--- src/rtl/mem_access_ctrl.sv ---
// MEM-stage data-memory access sequencer: issues one load/store on a req/gnt + rvalid bus,
// stalls the pipeline while it is outstanding and reports completion or a one-cycle fault.
module mem_access_ctrl #(
    parameter int TIMEOUT_CYCLES = 255,
    parameter int CNT_W          = 8
) (
    input  logic        clk_i,
    input  logic        rst_i,
    input  logic        req_valid_i,
    input  logic        req_we_i,
    input  logic [31:0] req_addr_i,
    input  logic [31:0] req_wdata_i,
    input  logic [3:0]  req_strb_i,
    input  logic        misaligned_i,
    input  logic        flush_i,
    output logic        stall_o,
    output logic        done_o,
    output logic [31:0] rdata_o,
    output logic        fault_o,
    output logic [1:0]  fault_code_o,
    output logic        bus_req_o,
    output logic        bus_we_o,
    output logic [31:0] bus_addr_o,
    output logic [31:0] bus_wdata_o,
    output logic [3:0]  bus_strb_o,
    input  logic        bus_gnt_i,
    input  logic        bus_rvalid_i,
    input  logic [31:0] bus_rdata_i,
    input  logic        bus_err_i
);

    typedef enum logic [2:0] {S_IDLE, S_REQ, S_WAIT, S_RESP, S_DRAIN} state_t;
    typedef enum logic [1:0] {FC_NONE, FC_MISALIGN, FC_TIMEOUT, FC_BUSERR} fault_code_t;

    localparam bit               TO_EN   = (TIMEOUT_CYCLES != 0);
    localparam logic [CNT_W-1:0] TO_LAST = CNT_W'(TIMEOUT_CYCLES - 1);

    state_t           state, state_n;
    fault_code_t      code_n;
    logic [CNT_W-1:0] cnt;
    logic             bus_req_n, done_n, accept, capture, cnt_clr, timeout_hit;

    assign timeout_hit = TO_EN && (cnt == TO_LAST);

    // NOTE: every registered signal uses non-blocking assignments so all flops update together.
    always_ff @(posedge clk_i or posedge rst_i) begin
        if (rst_i) state <= S_IDLE;
        else       state <= state_n;
    end

    // NOTE: defaults first so no path through the case leaves a variable unassigned (no latches).
    always_comb begin
        state_n   = state;
        code_n    = FC_NONE;
        bus_req_n = 1'b0;
        done_n    = 1'b0;
        accept    = 1'b0;
        capture   = 1'b0;
        cnt_clr   = 1'b0;
        unique case (state)
            S_IDLE: begin
                if (req_valid_i && !flush_i) begin
                    accept = 1'b1;
                    if (misaligned_i) begin
                        state_n = S_RESP;
                        done_n  = 1'b1;
                        code_n  = FC_MISALIGN;
                    end else begin
                        state_n   = S_REQ;
                        bus_req_n = 1'b1;
                    end
                end
            end
            S_REQ: begin
                if (bus_gnt_i) begin
                    cnt_clr = 1'b1;
                    state_n = flush_i ? S_DRAIN : S_WAIT;
                end else if (flush_i) begin
                    state_n = S_IDLE;
                end else begin
                    bus_req_n = 1'b1;
                end
            end
            S_WAIT: begin
                // A response in the timeout cycle still completes the access normally.
                if (bus_rvalid_i) begin
                    capture = 1'b1;
                    state_n = S_RESP;
                    done_n  = 1'b1;
                    code_n  = bus_err_i ? FC_BUSERR : FC_NONE;
                end else if (flush_i) begin
                    state_n = S_DRAIN;
                end else if (timeout_hit) begin
                    state_n = S_RESP;
                    done_n  = 1'b1;
                    code_n  = FC_TIMEOUT;
                end
            end
            S_RESP:  state_n = S_IDLE;
            S_DRAIN: if (bus_rvalid_i) state_n = S_IDLE;
            default: state_n = S_IDLE;
        endcase
    end

    always_ff @(posedge clk_i or posedge rst_i) begin
        if (rst_i)        cnt <= '0;
        else if (cnt_clr) cnt <= '0;
        else if (state == S_WAIT) cnt <= cnt + CNT_W'(1);
    end

    always_ff @(posedge clk_i or posedge rst_i) begin
        if (rst_i) begin
            bus_req_o    <= 1'b0;
            done_o       <= 1'b0;
            fault_o      <= 1'b0;
            fault_code_o <= 2'b00;
            rdata_o      <= '0;
            bus_we_o     <= 1'b0;
            bus_addr_o   <= '0;
            bus_wdata_o  <= '0;
            bus_strb_o   <= '0;
        end else begin
            bus_req_o    <= bus_req_n;
            done_o       <= done_n;
            fault_o      <= (code_n != FC_NONE);
            fault_code_o <= code_n;
            if (capture) rdata_o <= bus_rdata_i;
            // Bus fields are taken once at accept and stay put until the next accept.
            if (accept) begin
                bus_we_o    <= req_we_i;
                bus_addr_o  <= {req_addr_i[31:2], 2'b00};
                bus_wdata_o <= req_wdata_i;
                bus_strb_o  <= req_strb_i;
            end
        end
    end

    assign stall_o = ((state == S_IDLE) && req_valid_i && !flush_i) ||
                     (state == S_REQ) || (state == S_WAIT) || (state == S_DRAIN);

endmodule

--- config.mk ---
export PLATFORM = sky130hd
export DESIGN_NAME = mem_access_ctrl
export DESIGN_NICKNAME = d
export VERILOG_FILES = /design/src/rtl/mem_access_ctrl.sv
export SDC_FILE = /design/constraint.sdc
export NUM_CORES = 1
export LEC_CHECK = 0
export CORE_ASPECT_RATIO = 1.1
export CORE_MARGIN = 2
export CORE_UTILIZATION = 37
export DETAILED_ROUTE_END_ITERATION = 7
export GPL_ROUTABILITY_DRIVEN = 0
export PLACE_DENSITY_LB_ADDON = 0.12
export SETUP_SLACK_MARGIN = 0.05
export SLEW_MARGIN = 20
export SYNTH_ARGS = -nofsm -noshare
export SYNTH_HDL_FRONTEND = slang
export SYNTH_SLANG_ARGS = --single-unit
--- constraint.sdc ---
create_clock -name clk_i -period 3.7 [get_ports clk_i]
set_input_delay 0.74 -clock clk_i [delete_from_list [all_inputs] [get_ports clk_i]]
set_output_delay 0.74 -clock clk_i [all_outputs]
set_load 0.005 [all_outputs]
==> impl_metrics.json <==
{
  "yosys.area.top_type": "dfrtp_1",
  "cts_buffer_depth": 2,
  "dieArea_um2": 13600,
  "final.setup_skew_ps": 8.66,
  "syn2layout_area_growth_pct": 59.5,
  "outcome": "completed",
  "crit_type": "in -> out",
  "synth_area_um2": 4700,
  "grt_first_pass_wirelength_um": 17900,
  "synthMuxAreaShare": 0.261,
  "hold_viol": 0,
  "dp_hpwl_um": 8360,
  "avgViaCountPerCell": 4.73,
  "synth_top_family_by_area": "multiplexers",
  "finalPower_mw": 6.06,
  "fin_util": 0.599,
  "drive_above_1_share": 0.253,
  "antenna_cells": 0,
  "endpoint_kind": "output pin",
  "synthAdderAreaFrac": 0.00532,
  "clk_pin_slew_worst_paths_ps": 50,
  "ys_types": 42,
  "cts_tree": "built",
  "start_util": 0.375,
  "crit_required_ps": 2960,
  "crit_chain": "clkdlybuf4s50_1, nor3b_2, a22o_1, clkdlybuf4s50_1",
  "synth_edf_count": 0,
  "row_count": 43,
  "ys_seq_elements": 115,
  "hold_buffers": 0,
  "cts.sinks": 115,
  "cts_setup_buffers": 0,
  "numCtsBuffers": 17,
  "wl_per_cell_um": 16.4,
  "synth_top_flop_cell": "dfrtp_1",
  "cts-root-buf": "clkbuf_16",
  "drt-pass1-iter-count": 4,
  "maxCapViolCount": 0,
  "io_pins": 216,
  "synth-simple-area-share": 0.0604,
  "syn-mean-instance-area_um2": 15.2,
  "worst_pin_slew_ps": 557,
  "start_kind": "input port",
  "async_flop_share": 1.00,
  "totalWireLength_um": 11400,
  "crit_arrival_ps": 2400,
  "cpMostUsedCell": "clkdlybuf4s50_1",
  "synth-compound-area-share": 0.0285,
  "track_usage": 0.172,
  "synth_area_leaders": "dfrtp_1 61%, mux2_2 19%, mux2_4 6.1%, buf_6 1.7%, nand2_1 0.96%",
  "first_global_vias": 3373,
  "slew_headroom": 0.628,
  "cp_max_fo": 7,
  "hold_class": "reg -> reg",
  "synth_xor_area_frac": 0.00186,
  "clk_latency_ps": 410,
  "core-area_um2": 12500,
  "gr-total-overflow": 0,
  "antenna_left": 0,
  "num_vias": 3287,
  "tns_ps": 0,
  "min_period_ps": 3140,
  "finalSetupViolCount": 0,
  "cts_resized": 0,
  "chipHeight_um": 122,
  "fill_cells": 1059,
  "peakVddDrop_mv": 0.388,
  "htreeDepth": 4,
  "worst_path_max_delay_cell": "clkdlybuf4s50_1",
  "grt_start_max_net_pins": 61,
  "crit_family": "buffers and inverters",
  "synth_top_area_share": 0.612,
  "antenna_found_initial": 0,
  "fmax_mhz": 319,
  "die_w_um": 112,
  "slowest_delay_ps": 540,
  "layout.nets": 638,
  "post-route-period-util": 0.848,
  "portBuffers": 211,
  "crit_buf_inv": 2,
  "yosysWarnings": 0,
  "synthCells": 309,
  "drc": 0,
  "cellPowerDensity_nw_per_um2": 808,
  "drtIter0Drc": 98,
  "drv_slew": 0,
  "p_leak_nw": 3.19,
  "grt_setup_unrepaired": "no",
  "synth.yosys.seq_area_share": 0.612
}
-- state kept, by name, indices dropped and copies added, names as in the netlist --
register,flops
bus_req_o,1
bus_strb_o,4
bus_wdata_o,32
cnt,8
bus_addr_o,30
fault_code_o,2
rdata_o,32
state,3
bus_we_o,1
fault_o,1
done_o,1
-- metrics by stage --
stage	worst slack, ps	hold WS, ps	cells	area, µm²
floorplan	1560	449	310	4710
global placement	602	470	665	6950
detailed placement	566	477	665	6950
CTS	555	488	695	7500
global route	514	513	695	7500
finish	562	482	695	7500
-- cells by family (layout without fill, tap and decap cells) --
family                     after synthesis  in the layout
and+or+nand+nor                         47             47
muxes                                  103            103
DFF                                    115            115
xor gates and xnor gates                 1              1
adders and majority gates                2              2
AOI/OAI and AO/OA                       20             20
other                                    1              2
buffers and inverters                   20            248
-- worst register-to-register path: cells and delay by family (launching register included) --
family / cells / cell delay, ps
buf+inv: 1 / 370
simple gates: 2 / 610
mux: 1 / 400
flops: 1 / 570
-- Yosys cell counts (2+ instances only) --
library cell	count
o21ai_0	6
dfrtp_1	115
nand3b_1	2
nor2_1	6
o211ai_1	3
mux2_4	19
buf_6	7
nor2b_1	2
mux2i_1	4
buf_2	5
nand2b_1	4
nor3_1	2
nand4bb_1	2
ha_1	2
clkbuf_1	2
inv_1	3
nand2_1	12
a22o_1	2
or3_1	2
buf_4	3
mux2_2	79
nand3_1	4
nand4_1	2
a21oi_1	3
-- final cells by class --
type / instances / area [µm²] / share of cell area
multi-input combinational: 175 / 1690 / 0.225
tap: 157 / 196 / 0.0262
clock inverter: 4 / 47.5 / 0.00634
inverter: 3 / 15.0 / 0.00200
clock buffer: 26 / 509 / 0.0679
timing repair buffer: 215 / 2170 / 0.289
sequential: 115 / 2880 / 0.384
-- placed cells by master (no fill, tap or decap), types with 2 or more instances in the layout --
cell / n
conb_1: 2
clkdlybuf4s50_1: 211
mux2_4: 19
clkbuf_1: 4
a21oi_1: 3
nand4bb_1: 2
nand3b_1: 2
buf_12: 2
or3_1: 2
nor2b_1: 2
nand2b_1: 4
buf_4: 2
clkbuf_8: 5
o21ai_0: 6
clkbuf_16: 17
nand3_1: 4
inv_1: 2
o211ai_1: 3
mux2_2: 79
clkinv_2: 2
dfrtp_1: 115
ha_1: 2
a22o_1: 2
clkinvlp_4: 2
mux2i_1: 4
nor2_1: 6
nand2_1: 12
nor3_1: 2
nand4_1: 2
-- where the power goes --
| group | total (mW) | leakage, nW | internal, mW | switching (mW) |
|---|---|---|---|---|
| clock | 1.52 | 0.272 | 1.00 | 0.517 |
| sequential | 2.19 | 1.39 | 1.85 | 0.334 |
| combinational | 2.36 | 1.53 | 1.67 | 0.693 |
-- final timing paths --
check	from	endpoint	slack [ps]	cells past startpoint
setup / recovery	flush_i	stall_o	560	4
hold / removal	rdata_o[23]	rdata_o[23]	480	1
setup reg to reg	state[1]	rdata_o[18]	1630	4
hold reg to reg	rdata_o[23]	rdata_o[23]	480	1
max in group asynchronous	rst_i	bus_req_o	2150	3
min in group asynchronous	rst_i	bus_addr_o[26]	740	2
-- layer usage --
| metal | wire length, µm | vias to the layer above | track usage |
|---|---|---|---|
| met5 | 0 | - | 0 |
| met4 | 293 | 0 | 0.0887 |
| met3 | 1070 | 20 | 0.0765 |
| met2 | 5360 | 157 | 0.264 |
| met1 | 4680 | 1583 | 0.206 |
| li1 | - | 1527 | - |
(Power assumes the default switching activity.)
